**src/rtl/mips_pkg.sv**
```systemverilog
// Shared MIPS front-end definitions.
//   - fetch_state_e : fetch FSM encoding (2 bits)
//   - BYTES_PER_INST: bytes per instruction word
//   - OP_*          : primary opcodes decoded by ControlUnit
//   - pc_fault()    : misaligned / out-of-range fetch address test
package mips_pkg;

  localparam int BYTES_PER_INST = 4;

  typedef enum logic [1:0] {
    FS_FETCH = 2'd0,
    FS_DRAIN = 2'd1,
    FS_VALID = 2'd2,
    FS_FAULT = 2'd3
  } fetch_state_e;

  localparam logic [5:0] OP_RTYPE = 6'h00;
  localparam logic [5:0] OP_J     = 6'h02;
  localparam logic [5:0] OP_BEQ   = 6'h04;
  localparam logic [5:0] OP_ADDI  = 6'h08;
  localparam logic [5:0] OP_LW    = 6'h23;
  localparam logic [5:0] OP_SW    = 6'h2B;

  // The last legal word starts at imem_bytes-4. Any pc that wrapped past
  // the top of the 32-bit space lands far above that, so it is caught too.
  function automatic logic pc_fault(input logic [31:0] pc,
                                    input logic [31:0] imem_bytes);
    return (pc[1:0] != 2'b00) || (pc > imem_bytes - 32'(BYTES_PER_INST));
  endfunction

endpackage

```
**src/rtl/inst_word_assembler.sv**
```systemverilog
// 8->32 big-endian shift register: the first captured byte ends up in [31:23+1].
// Ports:
//   clock, reset  : clock, async active-high reset
//   clear         : drop all partial bytes (wins over capture)
//   capture       : shift rd_byte in this cycle
//   rd_byte       : ROM byte
//   word_next     : word including the byte being captured this cycle
//   done          : 4th byte of a word is being captured this cycle
module inst_word_assembler
  import mips_pkg::*;
(
  input  logic        clock,
  input  logic        reset,
  input  logic        clear,
  input  logic        capture,
  input  logic [7:0]  rd_byte,
  output logic [31:0] word_next,
  output logic        done
);

  logic [31:0] word;
  logic [1:0]  byte_cnt;

  assign word_next = {word[23:0], rd_byte};
  assign done      = capture && !clear && (byte_cnt == 2'(BYTES_PER_INST - 1));

  // byte_cnt wraps to 0 on the 4th capture, so the next word starts clean
  // without an explicit clear.
  always_ff @(posedge clock or posedge reset) begin
    if (reset) begin
      word     <= '0;
      byte_cnt <= '0;
    end else if (clear) begin
      word     <= '0;
      byte_cnt <= '0;
    end else if (capture) begin
      word     <= word_next;
      byte_cnt <= byte_cnt + 2'd1;
    end
  end

endmodule

```
**src/rtl/inst_fetch_unit.sv**
```systemverilog
// Instruction fetch stage: reads a byte-wide synchronous ROM four bytes per
// word, assembles big-endian words and hands them to the decoder over a
// valid/ready handshake. Takes redirects and flags bad fetch addresses.
// Ports:
//   clock, reset                       : clock, async active-high reset
//   redirect_valid, redirect_pc        : branch/jump redirect (highest priority)
//   mem_rd_en, mem_addr, mem_rd_data   : ROM read port (data 1 cycle after en)
//   inst_valid, inst_ready             : decoder handshake
//   inst_word, inst_pc, inst_pc_plus4  : delivered word and its addresses
//   fetch_fault                        : sticky misaligned/out-of-range flag
module inst_fetch_unit
  import mips_pkg::*;
#(
  parameter logic [31:0] RESET_PC   = 32'h0000_0000,
  parameter int unsigned IMEM_BYTES = 64
) (
  input  logic        clock,
  input  logic        reset,
  input  logic        redirect_valid,
  input  logic [31:0] redirect_pc,
  output logic        mem_rd_en,
  output logic [31:0] mem_addr,
  input  logic [7:0]  mem_rd_data,
  output logic        inst_valid,
  input  logic        inst_ready,
  output logic [31:0] inst_word,
  output logic [31:0] inst_pc,
  output logic [31:0] inst_pc_plus4,
  output logic        fetch_fault
);

  localparam logic [31:0] IMEM_SIZE = 32'(IMEM_BYTES);
  localparam logic [31:0] PC_STEP   = 32'(BYTES_PER_INST);
  localparam logic [1:0]  LAST_BYTE = 2'(BYTES_PER_INST - 1);

  fetch_state_e state;
  logic [31:0]  pc;
  logic [1:0]   cnt;
  logic         rd_pending;

  logic         entry;
  logic [31:0]  entry_pc;
  logic         entry_bad;
  logic [31:0]  asm_word_next;
  logic         asm_done;

  // Every way into FETCH: redirect (any state), accept, or the first cycle
  // after reset (state FETCH with no read issued yet). The address check and
  // the first read strobe are both set up on that edge, so mem_rd_en is a
  // plain register and reads 0 during reset.
  always_comb begin
    entry    = 1'b0;
    entry_pc = pc;
    if (redirect_valid) begin
      entry    = 1'b1;
      entry_pc = redirect_pc;
    end else if (state == FS_VALID && inst_ready) begin
      entry    = 1'b1;
      entry_pc = pc + PC_STEP;
    end else if (state == FS_FETCH && !mem_rd_en) begin
      entry    = 1'b1;
      entry_pc = pc;
    end
  end

  assign entry_bad = pc_fault(entry_pc, IMEM_SIZE);

  // A redirect drops whatever byte is still on its way back from the ROM.
  always_ff @(posedge clock or posedge reset) begin
    if (reset) rd_pending <= 1'b0;
    else       rd_pending <= redirect_valid ? 1'b0 : mem_rd_en;
  end

  inst_word_assembler u_asm (
    .clock     (clock),
    .reset     (reset),
    .clear     (redirect_valid),
    .capture   (rd_pending),
    .rd_byte   (mem_rd_data),
    .word_next (asm_word_next),
    .done      (asm_done)
  );

  always_ff @(posedge clock or posedge reset) begin
    if (reset) begin
      state         <= FS_FETCH;
      pc            <= RESET_PC;
      cnt           <= '0;
      mem_rd_en     <= 1'b0;
      mem_addr      <= '0;
      inst_valid    <= 1'b0;
      inst_word     <= '0;
      inst_pc       <= '0;
      inst_pc_plus4 <= '0;
      fetch_fault   <= 1'b0;
    end else if (entry) begin
      pc         <= entry_pc;
      cnt        <= '0;
      inst_valid <= 1'b0;
      if (entry_bad) begin
        state       <= FS_FAULT;
        fetch_fault <= 1'b1;
        mem_rd_en   <= 1'b0;
      end else begin
        state       <= FS_FETCH;
        fetch_fault <= 1'b0;
        mem_rd_en   <= 1'b1;
        mem_addr    <= entry_pc;
      end
    end else begin
      case (state)
        // cnt is the byte whose read is on the bus this cycle.
        FS_FETCH: begin
          if (cnt == LAST_BYTE) begin
            mem_rd_en <= 1'b0;
            state     <= FS_DRAIN;
          end else begin
            cnt      <= cnt + 2'd1;
            mem_addr <= pc + 32'(cnt) + 32'd1;
          end
        end
        // Last byte arrives this cycle; publish the word with it folded in.
        FS_DRAIN: begin
          if (asm_done) begin
            state         <= FS_VALID;
            inst_valid    <= 1'b1;
            inst_word     <= asm_word_next;
            inst_pc       <= pc;
            inst_pc_plus4 <= pc + PC_STEP;
          end
        end
        // VALID waits for accept (handled as an entry); FAULT parks until a
        // good redirect.
        default: ;
      endcase
    end
  end

endmodule

```
**config.mk**
```make
export PLATFORM = sky130hd
export DESIGN_NAME = inst_fetch_unit
export DESIGN_NICKNAME = d
export VERILOG_FILES = /design/src/rtl/mips_pkg.sv /design/src/rtl/inst_word_assembler.sv /design/src/rtl/inst_fetch_unit.sv
export SDC_FILE = /design/constraint.sdc
export NUM_CORES = 1
export LEC_CHECK = 0
export BUFFER_PORTS_ARGS = -buffer_cell sky130_fd_sc_hd__buf_2
export CAP_MARGIN = 20
export CORE_MARGIN = 4
export CORE_UTILIZATION = 53
export CTS_BUF_LIST = sky130_fd_sc_hd__clkbuf_8 sky130_fd_sc_hd__clkbuf_16
export CTS_CLUSTER_SIZE = 40
export DETAILED_ROUTE_END_ITERATION = 7
export MAX_ROUTING_LAYER = met4
export PLACE_DENSITY = 0.79
export SLEW_MARGIN = 20
export SYNTH_ARGS = -nofsm -noshare
export SYNTH_HDL_FRONTEND = slang
export SYNTH_HIERARCHICAL = 1
export SYNTH_SLANG_ARGS = --single-unit
```
**constraint.sdc**
```tcl
create_clock -name clock -period 17.2 [get_ports clock]
set_input_delay 3.44 -clock clock [delete_from_list [all_inputs] [get_ports clock]]
set_output_delay 3.44 -clock clock [all_outputs]
set_load 0.05 [all_outputs]
```
==> flow_summary.yaml <==
logic_synthesis:
  number_of_synthesized_flops_with_an_enable_pin: 0
  post-synth-top-area-cell: "dfrtp_1"
  synthDominantCellAreaShare_pct: 48.64
  area_contributors_post_synth: "dfrtp_1 49%, nand2_1 12%, xnor2_1 4.2%"
  flops_latches_synth: 192
  post_synth_inst_count: 1077
  combinational_family_with_the_most_area_after_synthesis: "simple AND/OR/NAND/NOR gates"
  synthSimpleGateAreaFrac_pct: 23.45
  yosysWarnings: 6
  synth_compound_area_share_pct: 8.766
  synthMuxAreaShare_pct: 5.599
  dominant_register_cell_in_the_synthesized_netlist: "dfrtp_1"
  postSynthNetCount: 1127
  synthesis.area_mm2: 0.009877
  synth.avg_cell_area_um2: 9.171
  seq_area_frac_synth_pct: 48.64
  yosys.area_share.xor_xnor_pct: 6.562
  ffs_w_async_s_r_synth_pct: 100.0
  ys_types: 68
  synth_fa_ha_area_share_pct: 0.8361
final_layout:
  number_of_filler_instances_in_the_final_layout: 1587
  area_growth_syn_to_layout_pct: 13.62
  drive_gt1_share_pct: 21.57
  diodes: 0
  final_net_count: 1238
global_routing:
  grt_pass1_wl_mm: 42.62
  total_grt_overflow: 0
  antenna_found_initial: 0
  number_of_global_route_vias_before_repair: 7502
  gr-usage-all-layers_pct: 27.24
  largest_net_degree_at_the_start_of_global_routing: 131
setup_path:
  critical_path_class: "in -> reg"
  timing.critical_path.fanout_max: 60
  critical_path_required_ns: 17.52
  critical_path_launch_point_type: "input pin"
  worst_setup_path_end_kind: "flip-flop"
  path_cells: "buf_2 -> buf_4 -> nor2_1 -> nand4_1 -> nand3_1 -> or3_1 -> nor4_1 -> nand4_2 -> o21ai_4 -> mux2_2"
  crit_slowest_cell: "buf_4"
  cpPeakStageDelay_ns: 0.63
  crit_path_arrival_time_ns: 6.74
timing:
  fmax_ghz: 0.1558
  finalHoldViolations: 0
  setup_viol_count_final: 0
  fin_setup_tns_ns: 0
  worst_hold_slack_ns: 0.4708
  skew_ns: 0.009834
  worst_slew_margin_rel_pct: 41.68
  period_minus_slack_ns: 6.417
  min_period_over_period_pct: 37.31
  maxSlewViolCount: 0
  postLayoutSetupSlackWorst_ns: 10.78
  worstMarginPinSlew_ns: 0.8681
  grt_setup_unrepaired: "no"
die:
  die_ar_mm2: 0.02088
  num_rows: 49
  die_w_um: 144.5
  start_util_pct: 54.43
  core-area_mm2: 0.01815
  chipHeight_um: 144.5
  floorplan.io_pins: 175
routing:
  dr.pass1.iters: 5
  routedWlPerCell_um: 19.07
  drt_iter0_markers: 617
  drt_drc_violations_left: 0
  route.antenna.remaining_nets: 0
  via_count: 8102
  routed_wirelength_mm: 27.28
  viasPerCell: 5.666
clock_tree:
  worst_setup_hold_path_clk_slew_ns: 0.08
  clock_latency_ns: 0.44
  cts-htree-levels: 4
  cts-hold-fix-buffers: 0
  tritoncts_clock_tree: "done"
  clockBufferDepth: 2
  cts.repair_timing.setup_buffer_count: 0
  postCtsResizedCells: 0
  cts_buffers: 17
  clock_tree.root_cell: "clkbuf_16"
  numClockSinks: 192
power:
  powerDensity_mw_per_mm2: 88.82
  p_leak_nw: 5.492
  total_power_uw: 996.7
  ir_drop_mv: 0.07138
status:
  run_status: "completed"
placement:
  place.gp.congestion: 0.9588
  place_worst_setup_slack_ns: 10.29
  port_buffers: 174
  dp.final_hpwl_mm: 19.08
job:
  drv_cap: 0
worst_hold_path:
  hold_class: "reg -> reg"
-- cell type report --
cell class / instances / area, µm² / share of cell area, %
multi-input combinational: 776 / 4492 / 40.03
tap: 229 / 286.5 / 2.553
sequential: 192 / 4805 / 42.81
clock inverter: 15 / 171.4 / 1.527
inverter: 18 / 72.57 / 0.6467
timing repair buffer: 183 / 969.7 / 8.641
clock buffer: 17 / 425.4 / 3.791
-- cell families (layout without fill, tap and decap cells) --
group,count (synthesis),count (layout)
AND/OR/NAND/NOR,501,501
XOR/XNOR,74,74
AO/OA/AOI/OAI,146,146
buffers and inverters,109,233
multiplexers,49,49
adder cells (fa/ha/maj),6,6
flip-flops,192,192
-- report_power, final --
part | internal [mW] | total [mW] | switching [mW]
Combinational | 0.0356 | 0.105 | 0.0695
Sequential | 0.461 | 0.489 | 0.0272
Clock | 0.208 | 0.403 | 0.195
-- layer usage --
layer	track usage, %	wire, µm	vias to the layer above
met4	6.186	384	0
met3	5.522	2428	31
met1	40.79	12460	3886
li1	-	-	3801
met5	-	0	-
met2	38.38	12010	384
-- per-stage QoR --
step / cells / utilization (%) / area [µm²]
6_report: 1430 / 61.84 / 11220
5_1_grt: 1430 / 61.84 / 11220
4_1_cts: 1428 / 61.58 / 11170
3_5_place_dp: 1396 / 58.29 / 10580
3_3_place_gp: 1396 / 58.27 / 10570
2_1_floorplan: 1077 / - / 9877
-- synth_stat cells (3+ instances only) --
cell      number
a21o_1         3
a21oi_1       20
a31oi_1        6
and3_1         6
buf_1          4
buf_12         3
buf_2         16
buf_4         24
buf_6          5
clkbuf_1      38
dfrtp_1      192
ha_1           5
inv_1         18
mux2_2        10
mux2_4        10
mux2i_1       29
nand2_1      306
nand2b_1       9
nand3_1       21
nand4_1       17
nand4_2        3
nand4_4        3
nor2_1        74
nor2b_1        3
nor3_1        18
nor4_1         9
nor4_4         3
o21ai_0       74
o22ai_1       17
o31ai_1        3
or3_1          8
or4_1          3
xnor2_1       47
xor2_1        27
-- layout by cell type (no fill, tap or decap), types with 4 or more instances in the layout --
master | netlist | final
inv_6 | 0 | 4
xnor2_1 | 47 | 47
and3_1 | 6 | 5
buf_4 | 24 | 6
o22ai_1 | 17 | 17
nand2b_1 | 9 | 9
mux2_2 | 10 | 10
inv_8 | 0 | 4
o21ai_0 | 74 | 74
dfrtp_1 | 192 | 192
mux2i_1 | 29 | 29
nor2_1 | 74 | 73
nand3_1 | 21 | 20
a21oi_1 | 20 | 20
buf_2 | 16 | 174
inv_1 | 18 | 18
or3_1 | 8 | 8
nand2_1 | 306 | 306
nor3_1 | 18 | 18
xor2_1 | 27 | 27
ha_1 | 5 | 5
nand4_1 | 17 | 17
mux2_4 | 10 | 10
clkbuf_16 | 0 | 17
a31oi_1 | 6 | 6
nor4_1 | 9 | 9
-- sequential cells by signal, summed over array words and instances, names as in the netlist, 2 cells and up --
register	flops
u_asm/word	24
state	2
pc	32
inst_word	32
u_asm/byte_cnt	2
cnt	2
inst_pc	32
inst_pc_plus4	30
mem_addr	32
-- worst max-delay path: cells and delay by family --
kind	cells	cell delay, ns
and+or+nand+nor	6	1.12
AOI/OAI and AO/OA	1	0.60
muxes	1	0.41
buffers and inverters	2	1.12
-- final timing paths --
| check | start | endpoint | slack [ns] | depth (start not counted) |
|---|---|---|---|---|
| setup reg to reg | pc[2]$_DFFE_PP0N_ | mem_addr[19]$_DFFE_PP0P_ | 13.11 | 9 |
| min in group asynchronous | reset | u_asm/word[21]$_DFFE_PP0P_ | 2.97 | 2 |
| max in group asynchronous | reset | pc[28]$_DFFE_PP0N_ | 12.70 | 4 |
| hold reg to reg | inst_word[7]$_DFFE_PP0P_ | inst_word[7]$_DFFE_PP0P_ | 0.47 | 2 |
| hold / removal | inst_word[7]$_DFFE_PP0P_ | inst_word[7]$_DFFE_PP0P_ | 0.47 | 2 |
| setup / recovery | redirect_valid | mem_addr[19]$_DFFE_PP0P_ | 10.78 | 10 |
Note: power is estimated with default switching activity, not from simulation.
